<file path="config.mk">
export PLATFORM = sky130hd
export DESIGN_NAME = segasys1_sndcmd_rx
export DESIGN_NICKNAME = d
export VERILOG_FILES = /design/src/rtl/segasys1_sndcmd_rx.sv
export SDC_FILE = /design/constraint.sdc
export NUM_CORES = 1
export LEC_CHECK = 0
export BUFFER_PORTS_ARGS = -buffer_cell sky130_fd_sc_hd__buf_2
export CORE_MARGIN = 2
export CORE_UTILIZATION = 50
export DETAILED_ROUTE_END_ITERATION = 10
export GPL_TIMING_DRIVEN = 0
export PLACE_DENSITY = 0.7
export SKIP_LAST_GASP = 1
export SYNTH_ARGS = -nofsm -noshare
export SYNTH_HDL_FRONTEND = slang
export SYNTH_SLANG_ARGS = --single-unit
</file>
<file path="constraint.sdc">
create_clock -name CLK40M -period 5.3 [get_ports CLK40M]
set_input_delay 1.06 -clock CLK40M [delete_from_list [all_inputs] [get_ports CLK40M]]
set_output_delay 1.06 -clock CLK40M [all_outputs]
set_load 0.01 [all_outputs]
</file>
<file path="src/rtl/segasys1_sndcmd_rx.sv">
// Sound command receiver for the Sega System 1 sound CPU.
// Captures command bytes from the main CPU into a 2-deep queue, raises an NMI
// while a command is pending, and generates the periodic 4 ms sound IRQ.
//
// IRQ FSM
//   state      | meaning
//   IRQ_IDLE   | SNDIRQ low, waiting for the free counter to wrap
//   IRQ_ACTIVE | SNDIRQ high, length counter running down
module segasys1_sndcmd_rx #(
    parameter int unsigned IRQ_DIV = 160000,
    parameter int unsigned IRQ_LEN = 2048,
    parameter int unsigned NMI_GAP = 16
) (
    input  logic        CLK40M,
    input  logic        RESET,
    input  logic        SNDRQ,
    input  logic [7:0]  SNDNO,
    input  logic [15:0] SCPU_AD,
    input  logic        SCPU_MREQ,
    input  logic        SCPU_RD,
    input  logic        SCPU_IACK,
    input  logic        PAUSE_N,
    output logic        CMD_CS,
    output logic [7:0]  CMD_DO,
    output logic        SNDNMI,
    output logic        SNDIRQ,
    output logic        OVERRUN
);

    localparam int DW = (IRQ_DIV > 1) ? $clog2(IRQ_DIV) : 1;
    localparam int LW = $clog2(IRQ_LEN + 1);
    localparam int GW = $clog2(NMI_GAP + 1);

    localparam logic [DW-1:0] DIV_LAST = DW'(IRQ_DIV - 1);
    localparam logic [LW-1:0] LEN_LAST = LW'(IRQ_LEN - 1);
    localparam logic [GW-1:0] GAP_LOAD = GW'(NMI_GAP);

    typedef enum logic {
        IRQ_IDLE   = 1'b0,
        IRQ_ACTIVE = 1'b1
    } irq_state_t;

    logic          sndrq_q;
    logic          armed_q;
    logic          cs_q;
    logic [1:0]    cnt_q,  cnt_d;
    logic [7:0]    head_q, head_d;
    logic [7:0]    tail_q, tail_d;
    logic          ovr_q,  ovr_d;
    logic [GW-1:0] gap_q,  gap_d;
    logic [DW-1:0] div_q,  div_d;
    logic [LW-1:0] len_q,  len_d;
    irq_state_t    irq_q,  irq_d;

    logic push;
    logic pop;
    logic wrap;

    // Read decode and the edge/strobe conditions that drive the queue.
    // armed_q blocks a push from a strobe already high when reset releases.
    always_comb begin
        CMD_CS = (SCPU_AD[15:12] == 4'hE) && SCPU_MREQ && SCPU_RD;
        push   = SNDRQ && !sndrq_q && armed_q;
        pop    = cs_q && !CMD_CS && (cnt_q != 2'd0);
        wrap   = PAUSE_N && (div_q == DIV_LAST);
    end

    // Queue next state: a pop shifts the tail forward before any push lands.
    always_comb begin
        cnt_d  = cnt_q;
        head_d = head_q;
        tail_d = tail_q;
        ovr_d  = ovr_q;
        if (pop && push) begin
            if (cnt_q == 2'd2) begin
                head_d = tail_q;
                tail_d = SNDNO;
            end else begin
                head_d = SNDNO;
            end
        end else if (pop) begin
            head_d = tail_q;
            cnt_d  = cnt_q - 2'd1;
        end else if (push) begin
            case (cnt_q)
                2'd0: begin
                    head_d = SNDNO;
                    cnt_d  = 2'd1;
                end
                2'd1: begin
                    tail_d = SNDNO;
                    cnt_d  = 2'd2;
                end
                default: ovr_d = 1'b1;
            endcase
        end
    end

    // NMI gap reload on pop so a second queued command gives a new NMI edge.
    always_comb begin
        gap_d = gap_q;
        if (pop) begin
            gap_d = GAP_LOAD;
        end else if (gap_q != '0) begin
            gap_d = gap_q - GW'(1);
        end
    end

    // Free-running IRQ period counter, frozen while paused.
    always_comb begin
        div_d = div_q;
        if (PAUSE_N) begin
            div_d = (div_q == DIV_LAST) ? '0 : div_q + DW'(1);
        end
    end

    // IRQ FSM next state; a wrap seen while active is ignored.
    always_comb begin
        irq_d = irq_q;
        len_d = len_q;
        case (irq_q)
            IRQ_IDLE: begin
                if (wrap) begin
                    irq_d = IRQ_ACTIVE;
                    len_d = LEN_LAST;
                end
            end
            IRQ_ACTIVE: begin
                if (PAUSE_N) begin
                    if (SCPU_IACK || (len_q == '0)) begin
                        irq_d = IRQ_IDLE;
                    end else begin
                        len_d = len_q - LW'(1);
                    end
                end
            end
            default: irq_d = IRQ_IDLE;
        endcase
    end

    // State registers.
    always_ff @(posedge CLK40M or posedge RESET) begin
        if (RESET) begin
            sndrq_q <= 1'b0;
            armed_q <= 1'b0;
            cs_q    <= 1'b0;
            cnt_q   <= 2'd0;
            head_q  <= 8'h00;
            tail_q  <= 8'h00;
            ovr_q   <= 1'b0;
            gap_q   <= '0;
            div_q   <= '0;
            len_q   <= '0;
            irq_q   <= IRQ_IDLE;
        end else begin
            sndrq_q <= SNDRQ;
            armed_q <= 1'b1;
            cs_q    <= CMD_CS;
            cnt_q   <= cnt_d;
            head_q  <= head_d;
            tail_q  <= tail_d;
            ovr_q   <= ovr_d;
            gap_q   <= gap_d;
            div_q   <= div_d;
            len_q   <= len_d;
            irq_q   <= irq_d;
        end
    end

    // Outputs.
    always_comb begin
        CMD_DO  = (cnt_q != 2'd0) ? head_q : 8'h00;
        SNDNMI  = (cnt_q != 2'd0) && (gap_q == '0);
        SNDIRQ  = (irq_q == IRQ_ACTIVE);
        OVERRUN = ovr_q;
    end

endmodule

</file>
**Yosys cells after proc, flatten, opt, wreduce, memory -nomap -nowiden**

Index checks and enable logic that the tools add are counted.

- Flip-flop bits (word level): 58
- Output and inout bits: 12
- Word-level logic and storage cells: 83

- Add/subtract/negate cells: 4
- Equal/unequal tests: 9
- Mux-type cells: 25
- Bitwise gates (word level): 4
- Reduce and logical (&&, ||, !) cells: 30

Operator list:

| kind | number |
|---|---|
| $mux 8 | 11 |
| $mux 12 | 3 |
| $pmux 12 s2 | 1 |
| $add 18x1->18 const B | 1 |
| $eq 18x18->1 const B | 1 |
| $mux 18 | 1 |
| $logic_not 12->1 | 1 |
| $sub 12x1->12 const B | 1 |
| $mux 5 | 2 |
| $reduce_bool 2->1 | 5 |
| $logic_and 1x1->1 | 9 |
| $reduce_bool 3->1 | 3 |
| $reduce_and 4->1 | 2 |
| $ne 2x2->1 const B | 3 |
| $reduce_and 3->1 | 2 |
| $logic_not 5->1 | 1 |
| $reduce_bool 5->1 | 1 |
| $sub 5x1->5 const B | 1 |
| $eq 4x4->1 const B | 1 |
| $mux 2 | 2 |
| $ne 2x1->1 const B | 2 |
| $not 1->1 | 4 |
| $pmux 2 s2 | 1 |
| $mux 1 | 3 |
| 9 further kinds | 10 |

**Longest topological paths before layout**

Gate-level depths: netlist (run 1).

- Depth in word-level cells: 9
- Depth in mapped cells: 8

**Worst setup path after synthesis (run 1)**

OpenSTA, ideal clock, no wires.

- Path kind: input -> output
- Start: input port SCPU_AD[12]
- End: output port CMD_CS
- Arrival time: 1.515 ns
- Slack: 2.725 ns
- Cell stages on the path: 2
- Buffers on the path: 0
- Cell sequence: nand4b_1 > nor2_1

- Longest elaborated chain between the ends: 3

RTL lines:

| item | line | source |
|---|---|---|
| from (decl) | 18 | `input logic [15:0] SCPU_AD,` |
| $eq 4x4->1 | 62 | `CMD_CS = (SCPU_AD[15:12] == 4'hE) && SCPU_MREQ && SCPU_RD;` |
| $logic_and 1x1->1 (2 in series) | 62 |  |
| to (decl) | 23 | `output logic CMD_CS,` |

Every way passes these cells.

**Worst setup path in the final report (run 1)**

- Start: register gap_q[0]
- End: output port SNDNMI

- Longest elaborated chain between the ends: 2

RTL lines:

| item | line | source |
|---|---|---|
| from (decl) | 50 | `logic [GW-1:0] gap_q, gap_d;` |
| from (signal assigned) | 163 | `gap_q <= gap_d;` |
| $logic_not 5->1 | 173 | `SNDNMI = (cnt_q != 2'd0) && (gap_q == '0);` |
| $logic_and 1x1->1 | 173 |  |
| to (decl) | 25 | `output logic SNDNMI,` |

Every way passes these cells.

==> metrics.yaml, run 1 <==
outcome:
  status: "complete, no violations"
routing:
  dr.pass1.iters: 4
  drt_iter0_drc: 93
  viasPerCell: 5.43
  drt-total-wl_mm: 5.65
  vias: 2232
  ant_nets: 0
  wl_per_cell_um: 13.7
  post-route-drc-count: 0
finish:
  area_growth_pct: 17.2
  insertedDiodeCount: 0
  drive_gt1_share_pct: 18.8
  fillers: 497
  nNetsFinal: 370
  final_area_um2: 3520
  final_cells: 411
logic_synthesis:
  synthArstFlopShare_pct: 100
  yosysMostFrequentCell: "dfrtp_1"
  synth_cell_types: 47
  ys_top_cells_by_count: "dfrtp_1 (58), nor2_1 (32), nand2_1 (26)"
  netlist_area_um2: 3000
  yosysSeqAreaShare_pct: 48.3
  synth_edf_count: 0
  syn_inst: 289
  synth_ff_type: "dfrtp_1"
  yosys.area.top_type_share_pct: 48.3
  ys_top_cells_by_area: "dfrtp_1 (48%), nor2_1 (4.0%), xor2_1 (3.5%), mux2_1 (3.4%), ha_1 (3.3%)"
  synthesis.nets: 328
  synth_seq_cells: 58
  ys.warnings.count: 0
  synth_largest_area_cell: "dfrtp_1"
  syn-mean-instance-area_um2: 10.4
worst_setup_path:
  path_class: "flip-flop to output port"
  critPathLaunch: "gap_q[0]"
  crit_path_max_incr_delay_ps: 510
  crit_chain: "inv_1 > ha_1 > nor4b_2 > and2_1 > buf_2"
  start_kind: "flip-flop"
  crit_required_ps: 4240
  r2r_start: "cnt_q[0]"
  critPathCaptureType: "output port"
  reg2reg_to: "tail_q[1]"
  cp_max_fo: 7
  r2r_cells: 7
  r2r_setup_slack_ps: 3050
  path_buf_inv: 2
  cp_slowest_cell: "nor4b_2"
  crit_arrival_ps: 1830
  critPathTopFamily: "simple AND/OR/NAND/NOR gates"
placement:
  place_area_um2: 3270
  io_buffers: 30
  hpwlAfterDp_mm: 4.04
  dpl.cell_count: 395
  gp_congestion: 0.794
  pre_cts_ws_ps: 2490
floorplan:
  io_pins: 43
  die_area_um2: 6640
  coreArea_um2: 5850
  die_h_um: 81.5
  rows: 28
  initial_core_util_pct: 51.3
  die_w_um: 81.5
power_and_ir_drop:
  p_clk_share_pct: 33.5
  leakage_nw: 1.57
  p_sw_uw: 457
  power_frac_seq_pct: 42.1
  ir_drop_mv: 0.273
  total_power_mw: 1.53
  swShare_pct: 29.9
  power.internal_mw: 1.07
  powerDensity_nw_per_um2: 435
  comb_power_share_pct: 24.3
timing:
  fmax_ghz: 0.346
  fin_skew_ps: 5.11
  worst_pin_slew_ps: 607
  setup_viol: 0
  fin_ws_ps: 2410
  max_slew_margin_pct: 59.4
  finalCritPeriodShare_pct: 54.6
  final.setup.tns_ps: 0
  drv_slew: 0
  period_needed_ps: 2890
  hold_violations: 0
  grt_setup_unrepaired: "false"
flow_run:
  cap_violations: 0
global_routing:
  grt_max_degree: 36
  grt.overflow.total: 0
  grt.total_usage_pct: 19.3
  first_global_vias: 2178
  antenna_found_initial: 0
  grt_pass1_wl_mm: 9.75
clocking:
  cts_root_buffer: "clkbuf_8"
  post-cts-setup-buffers: 0
  clock-sinks: 58
  postCtsHoldBufs: 0
  h-tree-depth: 3
  cts_tree: "done"
  cts_buffers: 9
  insertion_delay_ps: 340
  clk_pin_slew_ps: 60
  ctsResizeCount: 0
  clk_path_buf_depth: 2
worst_hold_path:
  holdPathEnd: "OVERRUN"
  hold_depth: 1
  worstHoldStart: "OVERRUN"
  hold_class: "flip-flop to flip-flop"
## per-layer routing
layer	global-route usage (%)	share of wire, %	vias up
met5	0	0	-
met4	9.15	2.1	0
met3	4.07	4.0	10
met2	30.4	45	43
met1	25.5	49	1072
li1	-	-	1107
## state kept, by name, indices dropped and copies added, names as in the netlist
signal,flops
div_q,18
len_q,12
head_q,8
tail_q,8
gap_q,5
cnt_q,2
OVERRUN,1
SNDIRQ,1
armed_q,1
cs_q,1
sndrq_q,1
## power groups by stage
stage | clock, mW | sequential [mW] | combinational (mW)
floorplan | 0 | 0.632 | 0.283
global placement | 0 | 0.645 | 0.363
detailed placement | 0 | 0.651 | 0.379
CTS | 0.524 | 0.644 | 0.380
global route | 0.543 | 0.660 | 0.436
finish | 0.514 | 0.645 | 0.372
## cell type report
| cell class | count | area [um^2] | share of cell area (%) |
|---|---|---|---|
| Timing Repair Buffer | 31 | 170 | 4.83 |
| Multi-Input combinational cell | 214 | 1480 | 42.1 |
| Clock buffer | 11 | 151 | 4.30 |
| Tap cell | 75 | 93.8 | 2.67 |
| Buffer | 5 | 26.3 | 0.747 |
| Sequential cell | 58 | 1450 | 41.2 |
| Clock inverter | 5 | 100 | 2.84 |
| Inverter | 12 | 45.0 | 1.28 |
## how the worst max path moves through the flow
| stage | depth (start not counted) | slack (ps) | endpoint |
|---|---|---|---|
| floorplan | 2 | 2720 | CMD_CS |
| global placement | 2 | 2070 | div_q[0] |
| detailed placement | 4 | 2490 | CMD_CS |
| CTS | 5 | 2370 | SNDNMI |
| global route | 5 | 2310 | SNDNMI |
| finish | 5 | 2410 | SNDNMI |
## stage by stage
step,utilization [%],hold WS [ps]
floorplan,-,458
global placement,55.5,449
detailed placement,55.9,457
CTS,60.2,471
global route,60.2,483
finish,60.2,471
## cells by family after synthesis
family	after synthesis	synth area share, %
other cells	1	0.125
simple gates	123	23.0
buf+inv	17	2.37
fa+ha+maj	8	3.33
xor+xnor	23	6.71
mux	19	6.75
flops	58	48.3
compound gates	40	9.41
## placed cells by master, fill, tap and decap left out, types with 2 or more instances in the layout
cell / instances
buf_2: 30
clkbuf_1: 4
mux2_1: 9
xnor2_1: 11
mux2i_1: 9
o21ai_1: 3
nor2_1: 32
nand3_1: 5
nor2_2: 2
o21ai_0: 4
nor4b_2: 2
a21o_1: 2
bufinv_16: 3
or3_1: 2
and4_1: 4
dfrtp_1: 58
clkinv_2: 2
clkbuf_8: 11
nor4b_1: 2
a21oi_1: 16
nand2_1: 26
o211ai_1: 2
a31oi_1: 2
nand4b_1: 4
nor4_4: 2
nor3_1: 11
nand4_1: 11
xor2_1: 12
nand3b_1: 3
inv_1: 11
ha_1: 8
nor2b_1: 10
nor4_1: 2
o31ai_1: 2
Note: power is estimated with default switching activity, not from simulation.
==> inputs of run 2 (changes only) <==
- ABC_AREA: unset -> 1
- PLACE_DENSITY: 0.7 -> 0.69
- clock period: 5.3 -> 2.7 ns (I/O delays scaled with it)
==> run 2 against run 1 <==
Clock power up 69%; register-to-register slack worse by 2100 ps; sequential share of layout area down 4.0 points; non-clock buffer count up 3; total power up 88%.
==> metrics.yaml, run 2 <==
clocking:
  insertion_delay_ps: 330
  clk_path_buf_depth: 2
  post-cts-setup-buffers: 0
  clk_pin_slew_ps: 70
  cts_buffers: 9
  h-tree-depth: 3
  clock-sinks: 58
  cts_root_buffer: "clkbuf_8"
  postCtsHoldBufs: 0
  cts_tree: "done"
  ctsResizeCount: 0
worst_setup_path:
  r2r_start: "cnt_q[0]"
  path_class: "flip-flop to output port"
  start_kind: "flip-flop"
  crit_arrival_ps: 1690
  crit_required_ps: 2160
  cp_max_fo: 10
  critPathCaptureType: "output port"
  critPathLaunch: "cnt_q[0]"
floorplan:
  io_pins: 43
  initial_core_util_pct: 51.0
  coreArea_um2: 6680
  rows: 30
  die_area_um2: 7500
  die_h_um: 86.6
  die_w_um: 86.6
power_and_ir_drop:
  power.internal_mw: 1.92
  power_frac_seq_pct: 43.2
  leakage_nw: 2.18
  comb_power_share_pct: 26.7
  p_clk_share_pct: 30.1
  swShare_pct: 33.2
  powerDensity_nw_per_um2: 739
  p_sw_uw: 957
  total_power_mw: 2.88
  ir_drop_mv: 0.327
finish:
  fillers: 601
  seqCellArea_um2: 1450
  final_cells: 598
  nNetsFinal: 552
  area_growth_pct: 14.3
  reg_top3: "div_q x18, len_q x12"
  top_register: "div_q"
  largest_reg_flops: 18
  insertedDiodeCount: 0
  final_core_util_pct: 58.3
  mostFrequentLayoutCell: "nand2_1"
  drive_gt1_share_pct: 13.9
  multi_input_area_um2: 1640
  mostFrequentLayoutCells: "nand2_1 (140), inv_1 (67), nand3_1 (60), dfrtp_1 (58), nor2_1 (46)"
logic_synthesis:
  synth_cell_types: 34
  synth_edf_count: 0
  yosys.area.top_type_share_pct: 42.6
  ys.warnings.count: 0
  synth_ff_type: "dfrtp_1"
  synthArstFlopShare_pct: 100
  yosysSeqAreaShare_pct: 42.6
  netlist_area_um2: 3410
  syn_inst: 471
  synth_seq_cells: 58
  ys_top_cells_by_count: "nand2_1 (140), inv_1 (68), nand3_1 (60)"
  yosysMostFrequentCell: "nand2_1"
  ys_top_cells_by_area: "dfrtp_1 (43%), nand2_1 (15%), nand3_1 (8.8%), inv_1 (7.5%), nor2_1 (5.1%)"
  syn-mean-instance-area_um2: 7.24
  synthesis.nets: 510
  synth_largest_area_cell: "dfrtp_1"
routing:
  vias: 2944
  drt-total-wl_mm: 6.83
  met1_length_mm: 3.38
  drt_iter0_drc: 169
  dr.pass1.iters: 4
  top_layer: "met4"
  viasPerCell: 4.92
  met3_length_um: 287
  post-route-drc-count: 0
  wl_per_cell_um: 11.4
  ant_nets: 0
  wl_met2_mm: 3.07
outcome:
  status: "complete, no violations"
timing:
  finalCritPeriodShare_pct: 82.5
  final.setup.tns_ps: 0
  hold_violations: 0
  fin_skew_ps: 11.1
  setup_viol: 0
  drv_slew: 0
  fmax_ghz: 0.449
  grt_setup_unrepaired: "false"
  period_needed_ps: 2230
placement:
  gp_congestion: 0.878
  dpl.cell_count: 582
  io_buffers: 30
  hpwlAfterDp_mm: 4.97
global_routing:
  grt.overflow.total: 0
  antenna_found_initial: 0
  grt_pass1_wl_mm: 12.1
  grt.total_usage_pct: 20.3
  first_global_vias: 2772
  grt_max_degree: 42
worst_hold_path:
  hold_class: "input port to async pin"
flow_run:
  cap_violations: 0
-- run 2: cell types whose count changed in the layout (fill, tap and decap cells not counted), moves of 6 or more --
cell     delta
nor2_1     +14
mux2i_1     -9
nand2_1   +114
nor2b_1    -10
xnor2_1     -9
nand3_1    +55
a21oi_1    -10
inv_1      +56
mux2_1      -9
o21ai_0     +6
-- run 2: path summary, 6_finish.rpt --
| path | to | slack (ps) | depth (start not counted) |
|---|---|---|---|
| min reg2reg | OVERRUN | 470 | 2 |
| max in group asynchronous | len_q[10] | 1960 | 3 |
| max | CMD_DO[4] | 470 | 5 |
| min | tail_q[7] | 180 | 2 |
| min in group CLK40M | sndrq_q | 330 | 1 |
| max reg2reg | tail_q[7] | 930 | 8 |
-- run 2: cell families (layout without fill, tap and decap cells) --
logic type      count (synthesis)  in the layout  synth area share, %
simple gates                  291            291                 38.8
buf+inv                        81            128                 9.43
flops                          58             58                 42.6
compound gates                 21             21                 3.23
xor+xnor                       10             10                 2.57
fa+ha+maj                       8              8                 2.93
other cells                     1              1                0.110
mux                             1              1                0.330
-- run 2: final cells by class --
| class | instances | share of cell area [%] |
|---|---|---|
| multi-input combinational | 332 | 42.0 |
| timing repair buffer | 31 | 4.37 |
| clock buffer | 15 | 4.78 |
| clock inverter | 1 | 0.770 |
| tap | 80 | 2.57 |
| sequential | 58 | 37.2 |
| inverter | 73 | 7.06 |
| buffer | 8 | 1.19 |
-- run 2: layer usage --
layer,global-route usage [%],up-vias
li1,-,1567
met3,5.05,9
met2,31.5,52
met4,6.68,0
met1,27.8,1316
met5,0,-
-- run 2: power by group through the flow --
stage,Sequential [mW],Combinational [mW],Clock [mW]
floorplan,1.23,0.598,0
global placement,1.25,0.745,0
detailed placement,1.26,0.772,0
CTS,1.24,0.779,0.884
global route,1.28,0.898,0.928
finish,1.25,0.768,0.867
-- run 2: metrics by stage --
| step | setup slack (ps) | cell area (um^2) | hold slack, ps |
|---|---|---|---|
| CTS | 425 | 3900 | 182 |
| finish | 472 | 3900 | 183 |
| global placement | -48.7 | 3660 | 449 |
| floorplan | 732 | 3410 | 442 |
| global route | 293 | 3900 | 199 |
| detailed placement | 805 | 3680 | 453 |
-- run 2: critical path, stage by stage (launching register included) --
cell	delay (ps)
dfrtp_1	410
inv_1	110
ha_1	220
clkbuf_1	360
nor2_1	90
buf_2	150
